**src/rtl/exe_stage.sv**
```systemverilog
// Execute stage: ALU, iterative restoring divider, data-SRAM request generation
// and forwarding information for the decode stage.
module exe_stage #(
  parameter int DIV_EN   = 1,
  parameter int ALU_OP_W = 12
) (
  input  logic                      clk,
  input  logic                      resetn,
  output logic                      exe_allowin,
  input  logic                      id_exe_valid,
  input  logic [173+ALU_OP_W-1:0]   id_exe_bus,
  input  logic                      exe_flush,
  output logic                      exe_mem_valid,
  input  logic                      mem_allowin,
  output logic [106:0]              exe_mem_bus,
  output logic                      data_sram_en,
  output logic [3:0]                data_sram_we,
  output logic [31:0]               data_sram_addr,
  output logic [31:0]               data_sram_wdata,
  output logic                      fwd_valid,
  output logic [4:0]                fwd_dest,
  output logic [31:0]               fwd_data,
  output logic                      fwd_stall
);

  localparam int OPN = (ALU_OP_W < 12) ? ALU_OP_W : 12;

  typedef struct packed {
    logic                gr_we;
    logic                mem_we;
    logic                res_from_mem;
    logic [1:0]          mem_size;
    logic [2:0]          md_op;
    logic [ALU_OP_W-1:0] alu_op;
    logic [31:0]         src1;
    logic [31:0]         src2;
    logic [4:0]          dest;
    logic [31:0]         rkd;
    logic [31:0]         inst;
    logic [31:0]         pc;
  } payload_t;

  typedef enum logic [1:0] {DIV_IDLE, DIV_BUSY, DIV_DONE} div_state_t;

  payload_t   payload_q, payload_d;
  logic       exe_valid_q, exe_valid_d;
  div_state_t state_q, state_d;
  logic [4:0]  cnt_q, cnt_d;
  logic [31:0] rem_q, rem_d;
  logic [31:0] quo_q, quo_d;
  logic [31:0] dvs_q, dvs_d;

  logic        ready_go;
  logic        handoff;
  logic [2:0]  md_eff;
  logic        md_active;
  logic        md_signed;
  logic        md_is_mod;
  logic        s1_neg, s2_neg;
  logic [31:0] s1_abs, s2_abs;
  logic [32:0] trial;
  logic [31:0] div_result;
  logic [11:0] op;
  logic [31:0] alu_result;
  logic [31:0] result;
  logic [3:0]  lane_mask;

  // Payload is intentionally left unreset; nothing observes it while exe_valid is low.
  always_comb begin
    payload_d = payload_q;
    if (id_exe_valid && exe_allowin) payload_d = payload_t'(id_exe_bus);
  end

  always_ff @(posedge clk) payload_q <= payload_d;

  always_comb begin
    exe_valid_d = exe_valid_q;
    if (exe_flush)        exe_valid_d = 1'b0;
    else if (exe_allowin) exe_valid_d = id_exe_valid;
  end

  // Unused / out-of-range md_op codes behave exactly like a plain ALU op.
  always_comb begin
    md_eff = 3'd0;
    if (DIV_EN != 0 && payload_q.md_op >= 3'd1 && payload_q.md_op <= 3'd4) md_eff = payload_q.md_op;
  end

  assign md_active = (md_eff != 3'd0);
  assign md_signed = (md_eff == 3'd1) || (md_eff == 3'd2);
  assign md_is_mod = (md_eff == 3'd2) || (md_eff == 3'd4);
  assign s1_neg    = md_signed & payload_q.src1[31];
  assign s2_neg    = md_signed & payload_q.src2[31];
  assign s1_abs    = s1_neg ? (32'd0 - payload_q.src1) : payload_q.src1;
  assign s2_abs    = s2_neg ? (32'd0 - payload_q.src2) : payload_q.src2;
  assign trial     = {rem_q, quo_q[31]} - {1'b0, dvs_q};

  assign ready_go      = !md_active || (state_q == DIV_DONE);
  assign exe_mem_valid = exe_valid_q & ready_go & ~exe_flush;
  assign handoff       = exe_mem_valid & mem_allowin;
  assign exe_allowin   = ~exe_valid_q | (ready_go & mem_allowin);

  always_comb begin
    state_d = state_q;
    cnt_d   = cnt_q;
    rem_d   = rem_q;
    quo_d   = quo_q;
    dvs_d   = dvs_q;
    case (state_q)
      DIV_IDLE: begin
        if (exe_valid_q && md_active && !exe_flush) begin
          state_d = DIV_BUSY;
          cnt_d   = 5'd0;
          rem_d   = 32'd0;
          quo_d   = s1_abs;
          dvs_d   = s2_abs;
        end
      end
      DIV_BUSY: begin
        if (exe_flush) begin
          state_d = DIV_IDLE;
          cnt_d   = 5'd0;
        end else begin
          // One restoring step: shift in the next dividend bit, keep the difference if non-negative.
          rem_d = trial[32] ? {rem_q[30:0], quo_q[31]} : trial[31:0];
          quo_d = {quo_q[30:0], ~trial[32]};
          cnt_d = cnt_q + 5'd1;
          if (cnt_q == 5'd31) state_d = DIV_DONE;
        end
      end
      DIV_DONE: begin
        if (exe_flush || handoff) state_d = DIV_IDLE;
      end
      default: state_d = DIV_IDLE;
    endcase
  end

  always_ff @(posedge clk) begin
    if (!resetn) begin
      exe_valid_q <= 1'b0;
      state_q     <= DIV_IDLE;
      cnt_q       <= 5'd0;
    end else begin
      exe_valid_q <= exe_valid_d;
      state_q     <= state_d;
      cnt_q       <= cnt_d;
    end
    rem_q <= rem_d;
    quo_q <= quo_d;
    dvs_q <= dvs_d;
  end

  // Division by zero bypasses sign fix-up so the quotient stays all ones.
  always_comb begin
    if (payload_q.src2 == 32'd0)
      div_result = md_is_mod ? payload_q.src1 : 32'hFFFF_FFFF;
    else if (md_is_mod)
      div_result = s1_neg ? (32'd0 - rem_q) : rem_q;
    else
      div_result = (s1_neg ^ s2_neg) ? (32'd0 - quo_q) : quo_q;
  end

  // One-hot ALU: add sub slt sltu and nor or xor sll srl sra lui.
  always_comb begin
    op = 12'd0;
    for (int i = 0; i < OPN; i++) op[i] = payload_q.alu_op[i];
  end

  always_comb begin
    alu_result = 32'd0;
    if (op[0])  alu_result = alu_result | (payload_q.src1 + payload_q.src2);
    if (op[1])  alu_result = alu_result | (payload_q.src1 - payload_q.src2);
    if (op[2])  alu_result = alu_result | {31'd0, $signed(payload_q.src1) < $signed(payload_q.src2)};
    if (op[3])  alu_result = alu_result | {31'd0, payload_q.src1 < payload_q.src2};
    if (op[4])  alu_result = alu_result | (payload_q.src1 & payload_q.src2);
    if (op[5])  alu_result = alu_result | ~(payload_q.src1 | payload_q.src2);
    if (op[6])  alu_result = alu_result | (payload_q.src1 | payload_q.src2);
    if (op[7])  alu_result = alu_result | (payload_q.src1 ^ payload_q.src2);
    if (op[8])  alu_result = alu_result | (payload_q.src1 << payload_q.src2[4:0]);
    if (op[9])  alu_result = alu_result | (payload_q.src1 >> payload_q.src2[4:0]);
    if (op[10]) alu_result = alu_result | 32'($signed(payload_q.src1) >>> payload_q.src2[4:0]);
    if (op[11]) alu_result = alu_result | payload_q.src2;
  end

  assign result = md_active ? div_result : alu_result;

  always_comb begin
    case (payload_q.mem_size)
      2'd0:    lane_mask = 4'b0001 << alu_result[1:0];
      2'd1:    lane_mask = alu_result[1] ? 4'b1100 : 4'b0011;
      default: lane_mask = 4'b1111;
    endcase
    case (payload_q.mem_size)
      2'd0:    data_sram_wdata = {4{payload_q.rkd[7:0]}};
      2'd1:    data_sram_wdata = {2{payload_q.rkd[15:0]}};
      default: data_sram_wdata = payload_q.rkd;
    endcase
  end

  assign data_sram_en   = handoff & (payload_q.mem_we | payload_q.res_from_mem);
  assign data_sram_we   = (data_sram_en & payload_q.mem_we) ? lane_mask : 4'b0000;
  assign data_sram_addr = alu_result;

  assign exe_mem_bus = {payload_q.gr_we, payload_q.res_from_mem, payload_q.mem_size,
                        alu_result[1:0], payload_q.dest, payload_q.pc, payload_q.inst, result};

  assign fwd_valid = exe_valid_q & payload_q.gr_we & (payload_q.dest != 5'd0);
  assign fwd_dest  = payload_q.dest;
  assign fwd_data  = result;
  assign fwd_stall = exe_valid_q & payload_q.gr_we & (payload_q.res_from_mem | ~ready_go);

endmodule

```
**config.mk**
```make
export PLATFORM = sky130hd
export DESIGN_NAME = exe_stage
export DESIGN_NICKNAME = d
export VERILOG_FILES = /design/src/rtl/exe_stage.sv
export SDC_FILE = /design/constraint.sdc
export NUM_CORES = 1
export LEC_CHECK = 0
export BUFFER_PORTS_ARGS = -buffer_cell sky130_fd_sc_hd__buf_2
export CAP_MARGIN = 20
export CORE_MARGIN = 5
export CORE_UTILIZATION = 35
export DETAILED_ROUTE_END_ITERATION = 12
export PLACE_DENSITY = 0.54
export RECOVER_POWER = 25
export SLEW_MARGIN = 20
export SYNTH_ARGS = -nofsm -noshare
export SYNTH_HDL_FRONTEND = slang
export SYNTH_SLANG_ARGS = --single-unit
```
**constraint.sdc**
```tcl
create_clock -name clk -period 14.1 [get_ports clk]
set_clock_uncertainty 0.2 [all_clocks]
set_input_delay 2.82 -clock clk [delete_from_list [all_inputs] [get_ports clk]]
set_output_delay 2.82 -clock clk [all_outputs]
set_load 0.02 [all_outputs]
```
==> reports/metrics.yaml <==
final_net_count: 3362
placed_area_sq_um: 27800
syn-num-nets: 3157
syn_inst: 2829
cts-root-buf: "clkbuf_16"
ys_seq_area_share_pct: 33.5
cts_tree: "built"
yosys.area_share.simple_pct: 14.1
cap_violations: 4
hold_path_depth: 1
drc: 0
grt_max_degree: 150
initial_utilization_pct: 35.2
crit-reg2reg-launch: "payload_q[101]$_DFFE_PP_"
grtUsageTotal_pct: 28.4
slew_violations: 140
ios: 407
dp_cells: 3954
path_max_fanout: 47
synth-seq-cells: 289
status: "complete, but fails checks"
num_rows: 99
cts_sinks: 289
setup-violations-final: 0
clock_path_buffers: 3
clock_latency_ns: 0.59
final_cells: 4019
layout_setup_ws_ns: 3.37
crit_path_end_kind: "primary output"
die_x_microns: 281
synth_area_leaders: "edfxtp_1, ha_1, mux4_2"
routedWlPerCell_microns: 29.4
post-place-ws_ns: 5.94
worstRegToRegCells: 10
fin_area_sq_um: 28900
timing.setup.tns_ns: 0
start_kind: "register"
final_layout_size_suffix_gt1_share_pct: 21.7
p_leak_uw: 0.0114
crit_path_max_incr_delay_ns: 2.34
cpMaxStageDelayCell: "clkbuf_1"
cp.required_ns: 11.08
die_area_sq_um: 78800
synth_compound_area_share_pct: 20.3
antenna_found_initial: 6
core_sq_um: 72800
multi_input_area_sq_um: 14900
drtIter0Drc: 3126
use_met3_pct: 8.19
timing.rr.end: "dvs_q[20]$_DFFE_PP_"
period_minus_slack_ns: 10.73
synth_adder_area_share_pct: 6.82
synth_top_family_by_area: "compound AO/OA/AOI/OAI gates"
die_y_microns: 281
synthesis.area_sq_um: 25600
synthXorXnorAreaFrac_pct: 6.39
ys.flop_type: "edfxtp_1"
synth_edf_count: 281
area_delta_synth_final_pct: 12.9
critical_path.cell_chain: "buf_4 -> clkbuf_1 -> inv_1 -> ha_1 -> nand2_1 -> nor2_1 -> and3_1 -> nand3_1 -> nor3_4 -> buf_4 -> nand2_1 -> nor2_1 -> or3_1 -> nand3_1 -> buf_2"
portBuffers: 406
ys_warn_count: 0
min_path_type: "reg -> reg"
register_area_sq_um: 8600
vias: 24400
use_met2_pct: 42.8
synth-async-reset-ratio_pct: 0
numCtsBuffers: 37
min_to: "cnt_q[3]$_SDFFE_PN0P_"
hpwlAfterDp_microns: 88500
power_density_nw_per_um2: 102
failed_checks: "capacitance limit, slew limit"
viasPerCell: 6.06
ir_drop_v: 0.0000852
hold_buffers: 0
synthMuxAreaShare_pct: 10.1
synthDistinctLibCells: 92
timing.final.crit_share_pct: 76.1
hold_viol_final: 0
use_met1_pct: 38.0
post_cts_buffers: 0
grt_pass1_wl_microns: 167000
min_from: "cnt_q[3]$_SDFFE_PN0P_"
drtPass1Iterations: 6
maxSlewHeadroom_pct: -115
grt_pass1_vias: 23600
cts.htree.levels: 2
r2r_setup_slack_ns: 7.87
overflow: 0
rsz0062_at_grt: "no"
synth.largest_area_cell: "edfxtp_1"
ctsResizeCount: 0
worst_pin_slew_ns: 3.23
fillers: 7431
busiest_layer: "met2"
synth_top_cell_area_share_pct: 32.9
criticalPathCategory: "reg -> out"
clk_pin_slew_ns: 0.06
totalWireLength_microns: 118000
fmax_mhz: 93.2
routabilityCongestion: 1.02
postRouteAntennaNets: 0
avgSynthCellArea_sq_um: 9.06
critPathArrivalTime_ns: 7.71
[worst max-delay path, delay by kind of cell (launching register included)]
| kind | cells | cell delay (ns) |
|---|---|---|
| buffers and inverters | 5 | 4.08 |
| AND/OR/NAND/NOR | 9 | 2.11 |
| adder cells (fa/ha/maj) | 1 | 0.52 |
| flip-flops | 1 | 0.32 |
[worst max path at each step]
stage / startpoint / slack, ns / cells after the start / end
floorplan: exe_flush / 5.59 / 3 / quo_q[0]$_DFFE_PP_
global placement: payload_q[103]$_DFFE_PP_ / 6.01 / 16 / exe_mem_bus[0]
detailed placement: payload_q[103]$_DFFE_PP_ / 5.94 / 16 / exe_mem_bus[0]
CTS: payload_q[103]$_DFFE_PP_ / 5.29 / 16 / exe_mem_bus[0]
global route: payload_q[101]$_DFFE_PP_ / 2.82 / 15 / fwd_data[29]
finish: payload_q[101]$_DFFE_PP_ / 3.37 / 15 / fwd_data[29]
[report_power, final]
| group | switching (uW) | internal [uW] |
|---|---|---|
| clock | 417 | 545 |
| combinational | 641 | 308 |
| sequential | 38.0 | 995 |
| total | 1100 | 1850 |
[state kept, by name, indices dropped and copies added (netlist names)]
register and flops:
fwd_dest 5, quo_q 32, op 12, dvs_q 32, cnt_q 5, state_q 2, exe_valid_q 1, exe_mem_bus 68
payload_q 100, rem_q 32
[cell type report]
cell class / count / area share [%]
Sequential cell: 289 / 29.7
Timing Repair Buffer: 471 / 8.67
Antenna cell: 1 / 0.00865
Inverter: 146 / 1.89
Multi-Input combinational cell: 2089 / 51.4
Tap cell: 959 / 4.15
Clock buffer: 43 / 3.28
Clock inverter: 21 / 0.848
[Yosys cell counts, types with 56 or more instances]
cell type	count
nor2_1	282
edfxtp_1	281
nand2_1	266
a21oi_1	195
o21ai_0	184
inv_1	140
xnor2_1	140
clkbuf_1	137
ha_1	135
buf_4	130
mux2i_1	93
mux4_2	56
[stage by stage]
stage	hold WS [ns]	util, %	total power [uW]
6_report	0.283	39.7	2940
5_1_grt	0.316	39.7	3060
4_1_cts	0.279	39.8	2950
3_5_place_dp	0.270	38.1	1970
3_3_place_gp	0.238	38.1	1970
2_1_floorplan	0.223	-	1660
[logic make-up (layout without fill, tap and decap cells)]
group	Yosys count	in the layout
AND/OR/NAND/NOR	800	800
AO/OA/AOI/OAI	779	779
buffers and inverters	451	681
flip-flops	289	289
XOR/XNOR	187	187
multiplexers	185	185
adder cells (fa/ha/maj)	138	138
other	0	1
[layout by cell type, fill, tap and decap left out, types with 29 or more instances in the layout]
cell type,Yosys,final
a21oi_1,195,195
o31ai_1,29,29
a21o_1,39,39
nand2_1,266,266
mux2_2,35,35
nor3_1,43,42
inv_1,140,140
nand3_1,52,52
buf_2,17,400
xnor2_1,140,140
mux4_2,56,56
edfxtp_1,281,281
clkbuf_16,0,37
buf_4,130,60
xor2_1,47,46
a31oi_1,31,31
nor2_1,282,281
o21ai_0,184,183
mux2i_1,93,93
ha_1,135,135
[per-layer routing]
layer  share of wire (%)  vias to the layer above
li1                    -                    10700
met1                  41                    11900
met2                  43                     1467
met3                  11                      305
met4                 5.7                        8
met5               0.031                        -
(Power assumes the default switching activity.)
